### src/rtl/std_shift_reg_n.sv
// N-bit universal shift register: hold, shift right/left, rotate, parallel load,
// with a saturating shift counter and a one-cycle done pulse on reaching N shifts.
module std_shift_reg_n #(
    parameter int            N       = 8,
    parameter logic [N-1:0]  RST_VAL = '0,
    parameter int            CW      = $clog2(N + 1)
) (
    input  logic          clk,
    input  logic          rstn,
    input  logic          en,
    input  logic [1:0]    mode,
    input  logic          rot,
    input  logic          sin,
    input  logic [N-1:0]  pin,
    output logic [N-1:0]  q,
    output logic          sout,
    output logic [CW-1:0] cnt,
    output logic          done
);

    localparam logic [1:0]    MODE_HOLD = 2'b00;
    localparam logic [1:0]    MODE_SR   = 2'b01;
    localparam logic [1:0]    MODE_SL   = 2'b10;
    localparam logic [1:0]    MODE_LOAD = 2'b11;
    localparam logic [CW-1:0] CNT_MAX   = CW'(N);
    localparam logic [CW-1:0] CNT_LAST  = CW'(N - 1);

    logic [N-1:0]  q_r;
    logic [CW-1:0] cnt_r;
    logic          done_r;

    logic          b_right_s;
    logic          b_left_s;
    logic [N-1:0]  shr_s;
    logic [N-1:0]  shl_s;
    logic [N-1:0]  q_next_s;
    logic [CW-1:0] cnt_next_s;
    logic          done_next_s;
    logic          is_shift_s;

    // Wrapped bit replaces sin when rotating, so sin is never sampled then.
    assign b_right_s = rot ? q_r[0]   : sin;
    assign b_left_s  = rot ? q_r[N-1] : sin;

    generate
        if (N == 1) begin : g_one
            assign shr_s = b_right_s;
            assign shl_s = b_left_s;
        end else begin : g_many
            assign shr_s = {b_right_s, q_r[N-1:1]};
            assign shl_s = {q_r[N-2:0], b_left_s};
        end
    endgenerate

    // Next-state selection for register contents, counter and done pulse.
    always_comb begin
        q_next_s    = q_r;
        cnt_next_s  = cnt_r;
        done_next_s = 1'b0;
        is_shift_s  = 1'b0;
        case (mode)
            MODE_HOLD: begin
                q_next_s = q_r;
            end
            MODE_SR: begin
                q_next_s   = shr_s;
                is_shift_s = 1'b1;
            end
            MODE_SL: begin
                q_next_s   = shl_s;
                is_shift_s = 1'b1;
            end
            MODE_LOAD: begin
                q_next_s   = pin;
                cnt_next_s = '0;
            end
            default: begin
                q_next_s = q_r;
            end
        endcase
        if (is_shift_s && (cnt_r < CNT_MAX)) begin
            cnt_next_s  = cnt_r + CW'(1);
            done_next_s = (cnt_r == CNT_LAST);
        end else begin
            done_next_s = 1'b0;
        end
    end

    // State registers; en low holds q/cnt and clears done.
    always_ff @(posedge clk or negedge rstn) begin
        if (!rstn) begin
            q_r    <= RST_VAL;
            cnt_r  <= '0;
            done_r <= 1'b0;
        end else if (en) begin
            q_r    <= q_next_s;
            cnt_r  <= cnt_next_s;
            done_r <= done_next_s;
        end else begin
            done_r <= 1'b0;
        end
    end

    assign q    = q_r;
    assign cnt  = cnt_r;
    assign done = done_r;
    // sout shows the bit about to leave in the current direction.
    assign sout = (mode == MODE_SL) ? q_r[N-1] : q_r[0];

endmodule

### config.mk
export PLATFORM = sky130hd
export DESIGN_NAME = std_shift_reg_n
export DESIGN_NICKNAME = d
export VERILOG_FILES = /design/src/rtl/std_shift_reg_n.sv
export SDC_FILE = /design/constraint.sdc
export NUM_CORES = 1
export LEC_CHECK = 0
export CAP_MARGIN = 20
export CORE_UTILIZATION = 30
export DETAILED_ROUTE_END_ITERATION = 10
export SLEW_MARGIN = 30
export SYNTH_ARGS = -nofsm -noshare
export SYNTH_HDL_FRONTEND = slang
export SYNTH_SLANG_ARGS = --single-unit
### constraint.sdc
create_clock -name clk -period 1.45 [get_ports clk]
set_clock_uncertainty 0.15 [all_clocks]
set_input_delay 0.2175 -clock clk [delete_from_list [all_inputs] [get_ports clk]]
set_output_delay 0.2175 -clock clk [all_outputs]
set_load 0.01 [all_outputs]
# After elaboration in Yosys (flattened, before gate mapping)
# Index checks and enable logic that the tools add are counted.
dict set report totals {
  reg_bits 13
  input_bits 15
  output_inout_bits 14
  wordCells 25
}
dict set report classes {
  add_sub_neg 1
  order_cmp 1
  eq_ne 4
  muxes 9
  bitwise_logic 1
  n_reduce_logical 6
}
# cell n
set ops {}
lappend ops {{$pmux 8 s3} 1}
lappend ops {{$mux 4} 2}
lappend ops {{$mux 1} 6}
lappend ops {{$add 4x1->4 const B} 1}
lappend ops {{$eq 2x2->1 const B} 2}
lappend ops {{$eq 4x3->1 const B} 1}
lappend ops {{$lt 4x4->1 const B} 1}
lappend ops {{$reduce_and 2->1} 2}
lappend ops {{$eq 2x1->1 const B} 1}
lappend ops {{$logic_not 2->1} 1}
lappend ops {{$reduce_bool 2->1} 1}
lappend ops {{$reduce_or 2->1} 1}
lappend ops {{$logic_and 1x1->1} 1}
lappend ops {{$not 1->1} 1}

# Longest topological paths before layout
dict set report logic_depth {
  ltp_word 6
  depth_mapped 7
  mapped_depth_nobuf 5
}

# Worst setup path before layout
# No wires, ideal clock.
dict set report synth_path {
  path_kind {input to register}
  startpoint {in mode[0]}
  endpoint {reg cnt_r[1] (netlist: cnt[1])}
  setup_ps 122
  arrival_time_ps 1086
  required_time_ps 1178
  path_slack_ps 93
  path_stages 5
  n_path_buf 0
  path_cell_list {inv_1 > ha_1 > nor2b_1 > o21ai_0 > a32o_1}
}
dict set report synth_between {
  elab_chain_len 6
  elab_cells_between_ends 9
  classes_between {eq/ne (3); mux (2); reduce/logical (4)}
}
# element line
set synth_lines {}
lappend synth_lines {{start: declaration} 11} ;# input logic [1:0] mode,
lappend synth_lines {{$eq 2x2->1 or $eq 2x1->1 (tied branches)} 61} ;# case (mode)
lappend synth_lines {{$reduce_or 2->1 (no line)} -}
lappend synth_lines {{$mux 1} 61}
lappend synth_lines {{$logic_and 1x1->1} 81} ;# if (is_shift_s && (cnt_r < CNT_MAX)) begin
lappend synth_lines {{$reduce_bool 2->1 (no line)} -}
lappend synth_lines {{$reduce_and 2->1 (no line)} -}
lappend synth_lines {{end signal: assignment} 97} ;# cnt_r <= cnt_next_s;
lappend synth_lines {{end: declaration} 29} ;# logic [CW-1:0] cnt_r;
# Parallel ways exist; a longest one is shown, timed or not.
# A chain may end at the register's enable or synchronous reset.

# Final worst setup path
dict set report layout_path {
  startpoint {reg q_r[0] (netlist: q[0])}
  endpoint {out sout}
}
dict set report layout_between {
  elab_chain_len 1
}
# element line
set layout_lines {}
lappend layout_lines {{start: declaration} 28} ;# logic [N-1:0] q_r;
lappend layout_lines {{start signal: assignment} 96} ;# q_r <= q_next_s;
lappend layout_lines {{$mux 1} 108} ;# assign sout = (mode == MODE_SL) ? q_r[N-1] : q_r[0];
lappend layout_lines {{end: declaration} 16} ;# output logic sout,
# Every way passes these cells.

==> out/qor.yml <==
floorplanning:
  die_x_um: 51.6
  coreArea_mm2: 0.00228
  initial_core_util_pct: 32.5
  num_rows: 17
  pin_count: 29
  die_y_um: 51.6
  die_area_mm2: 0.00267
global_routing:
  antenna_found_initial: 0
  grt_pass1_wl_um: 3370
  grt-ovfl-total: 0
  grt_pass1_vias: 759
  grt_max_degree: 17
  grt_usage_pct: 16.9
logic_synthesis:
  yosysSeqAreaShare_pct: 44.0
  yosys_warnings: 0
  syn-mean-instance-area_um2: 10.1
  ys_types: 25
  syn_nets: 92
  ys.flop_type: "dfrtp_1"
  syn_area_um2: 739
  synthCells: 73
  async_flop_share_pct: 100
  ys_ff_latch: 13
  synth_edf_count: 0
pwr:
  swShare_pct: 34.0
  p_int_mw: 0.952
  total_power_mw: 1.44
  peakVddDrop_mv: 0.753
  p_leak_nw: 0.576
  pwr-share-clk_pct: 15.6
  power_frac_seq_pct: 37.0
  p_comb_share_pct: 47.4
  power_density_mw_per_mm2: 1190
  total_switching_power_mw: 0.490
outcome:
  status: "complete, no violations"
sta:
  finalCriticalPeriod_ns: 1.43
  max-slew-margin-rel_pct: 79.5
  setup_viol_count_final: 0
  tightest_slew_ns: 0.308
  hold_viol: 0
  slew_violations: 0
  hold_slack_ns: 0.0977
  rsz0062_at_grt: "true"
  fmax_ghz: 0.698
  finalCritPeriodShare_pct: 98.8
  worst_slack_ns: 0.0180
worst_setup_path:
  worstPathArrival_ns: 1.06
  rr_endpoint: "cnt[2]$_DFFE_PN0P_"
  cp-start-kind: "flip-flop"
  r2r_start: "cnt[0]$_DFFE_PN0P_"
  crit_path_end_kind: "primary output"
  cp_max_fo: 2
  r2r_slack_ns: 0.07
  worstPathRequired_ns: 1.08
  critPathKind: "flip-flop to primary output"
  reg2regPathDepth: 5
cts:
  cts_tree: "done"
  numCtsBuffers: 3
  cts.sinks: 13
  cts_buffer_depth: 2
  htree_num_levels: 1
  cts_hold_buf: 0
  insertion_delay_ns: 0.27
  cts.clk_slew.worst_paths_ns: 0.08
  root_buffer: "clkbuf_4"
route:
  drt_first_pass_iters: 5
  via_per_inst: 4.95
  wl_per_cell_um: 13.1
  vias: 748
  wl_um: 1980
  drtIter0Drc: 11
  ant_nets: 0
  drc: 0
placed_design:
  dp_hpwl_um: 1400
  gp_congestion: 0.714
  dp_slack_ns: -0.645
  port_buffers: 28
layout:
  fillerInstances: 224
  multi_input_area_um2: 400
  layout_common_cells: "buf_4 (22), dfrtp_1 (13), clkdlybuf4s50_1 (12)"
  diodes: 0
  regArea_um2: 325
  synthToLayoutAreaGrowth_pct: 64.5
  drive_gt1_share_pct: 34.1
  final_common_cell: "buf_4"
  final_net_count: 143
run:
  cap_violations: 0
hold_path:
  worstHoldPathType: "primary input to asynchronous set/reset pin"
[cells in the mapped netlist (2+ instances only)]
cell,count,share of area [%]
a22oi_1,7,7.1
a31oi_1,8,6.8
buf_2,2,1.4
dfrtp_1,13,44
ha_1,4,6.8
inv_1,3,1.5
mux2_2,3,4.6
nand2_1,7,3.6
nor2_1,8,4.1
nor2b_1,2,1.7
o21ai_0,2,1.4
[cells by family after synthesis]
logic type	count (synthesis)	synth area share, %
AO/OA/AOI/OAI	23	22.3
AND/OR/NAND/NOR	23	15.7
flip-flops	13	44.0
buffers and inverters	7	6.60
adder cells (fa/ha/maj)	4	6.77
multiplexers	3	4.57
[worst max path at each step]
stage,from,endpoint,slack [ns]
floorplan,mode[0],cnt[1]$_DFFE_PN0P_,0.09
CTS,mode[0],sout,-0.03
detailed placement,mode[0],sout,-0.64
finish,q[0]$_DFFE_PN0P_,sout,0.02
global route,q[0]$_DFFE_PN0P_,sout,-0.01
global placement,mode[0],sout,-0.64
[flip-flops by register name (all words and copies together) (netlist names)]
signal / flops
q: 8
cnt: 4
done: 1
[layer usage]
layer,track usage (%),wire length [µm],vias up
li1,-,-,368
met1,20.3,880,356
met2,30.1,984,24
met3,4.09,113,0
met4,4.05,0,0
met5,0,0,-
[metrics by stage]
| step | setup TNS, ns | std cells | utilization (%) | cell area (µm²) |
|---|---|---|---|---|
| finish | 0 | 151 | 53.4 | 1220 |
| CTS | -0.0489 | 151 | 53.2 | 1210 |
| global route | -0.0145 | 151 | 53.4 | 1220 |
| detailed placement | -6.79 | 142 | 50.3 | 1140 |
| floorplan | 0 | 73 | - | 739 |
| global placement | -6.47 | 142 | 50.3 | 1140 |
[power by group through the flow]
stage	registers [mW]	clock network (mW)	logic, mW
after floorplan	0.595	0	0.226
after global placement	0.554	0	0.623
after detailed placement	0.561	0	0.635
after global routing	0.546	0.256	0.754
after CTS	0.524	0.230	0.678
final	0.534	0.224	0.683
[repair_timing]
item,4_1_cts,5_1_grt
gates resized for setup,27,11
endpoints found under the setup margin,27,12
buffers inserted,5,0
gates cloned,0,0
[layout make-up]
cell class                      count  share of cell area, %
Clock buffer                        4                   2.16
Inverter                            3                  0.926
Multi-Input combinational cell     53                   32.9
Sequential cell                    13                   26.7
Tap cell                           28                   2.88
Timing Repair Buffer               50                   34.4
[critical path, cell delays in order (launching register included)]
cell and delay [ns]:
dfrtp_1 0.40, mux2_4 0.28, buf_6 0.12
Power figures use the tool's default switching activity.
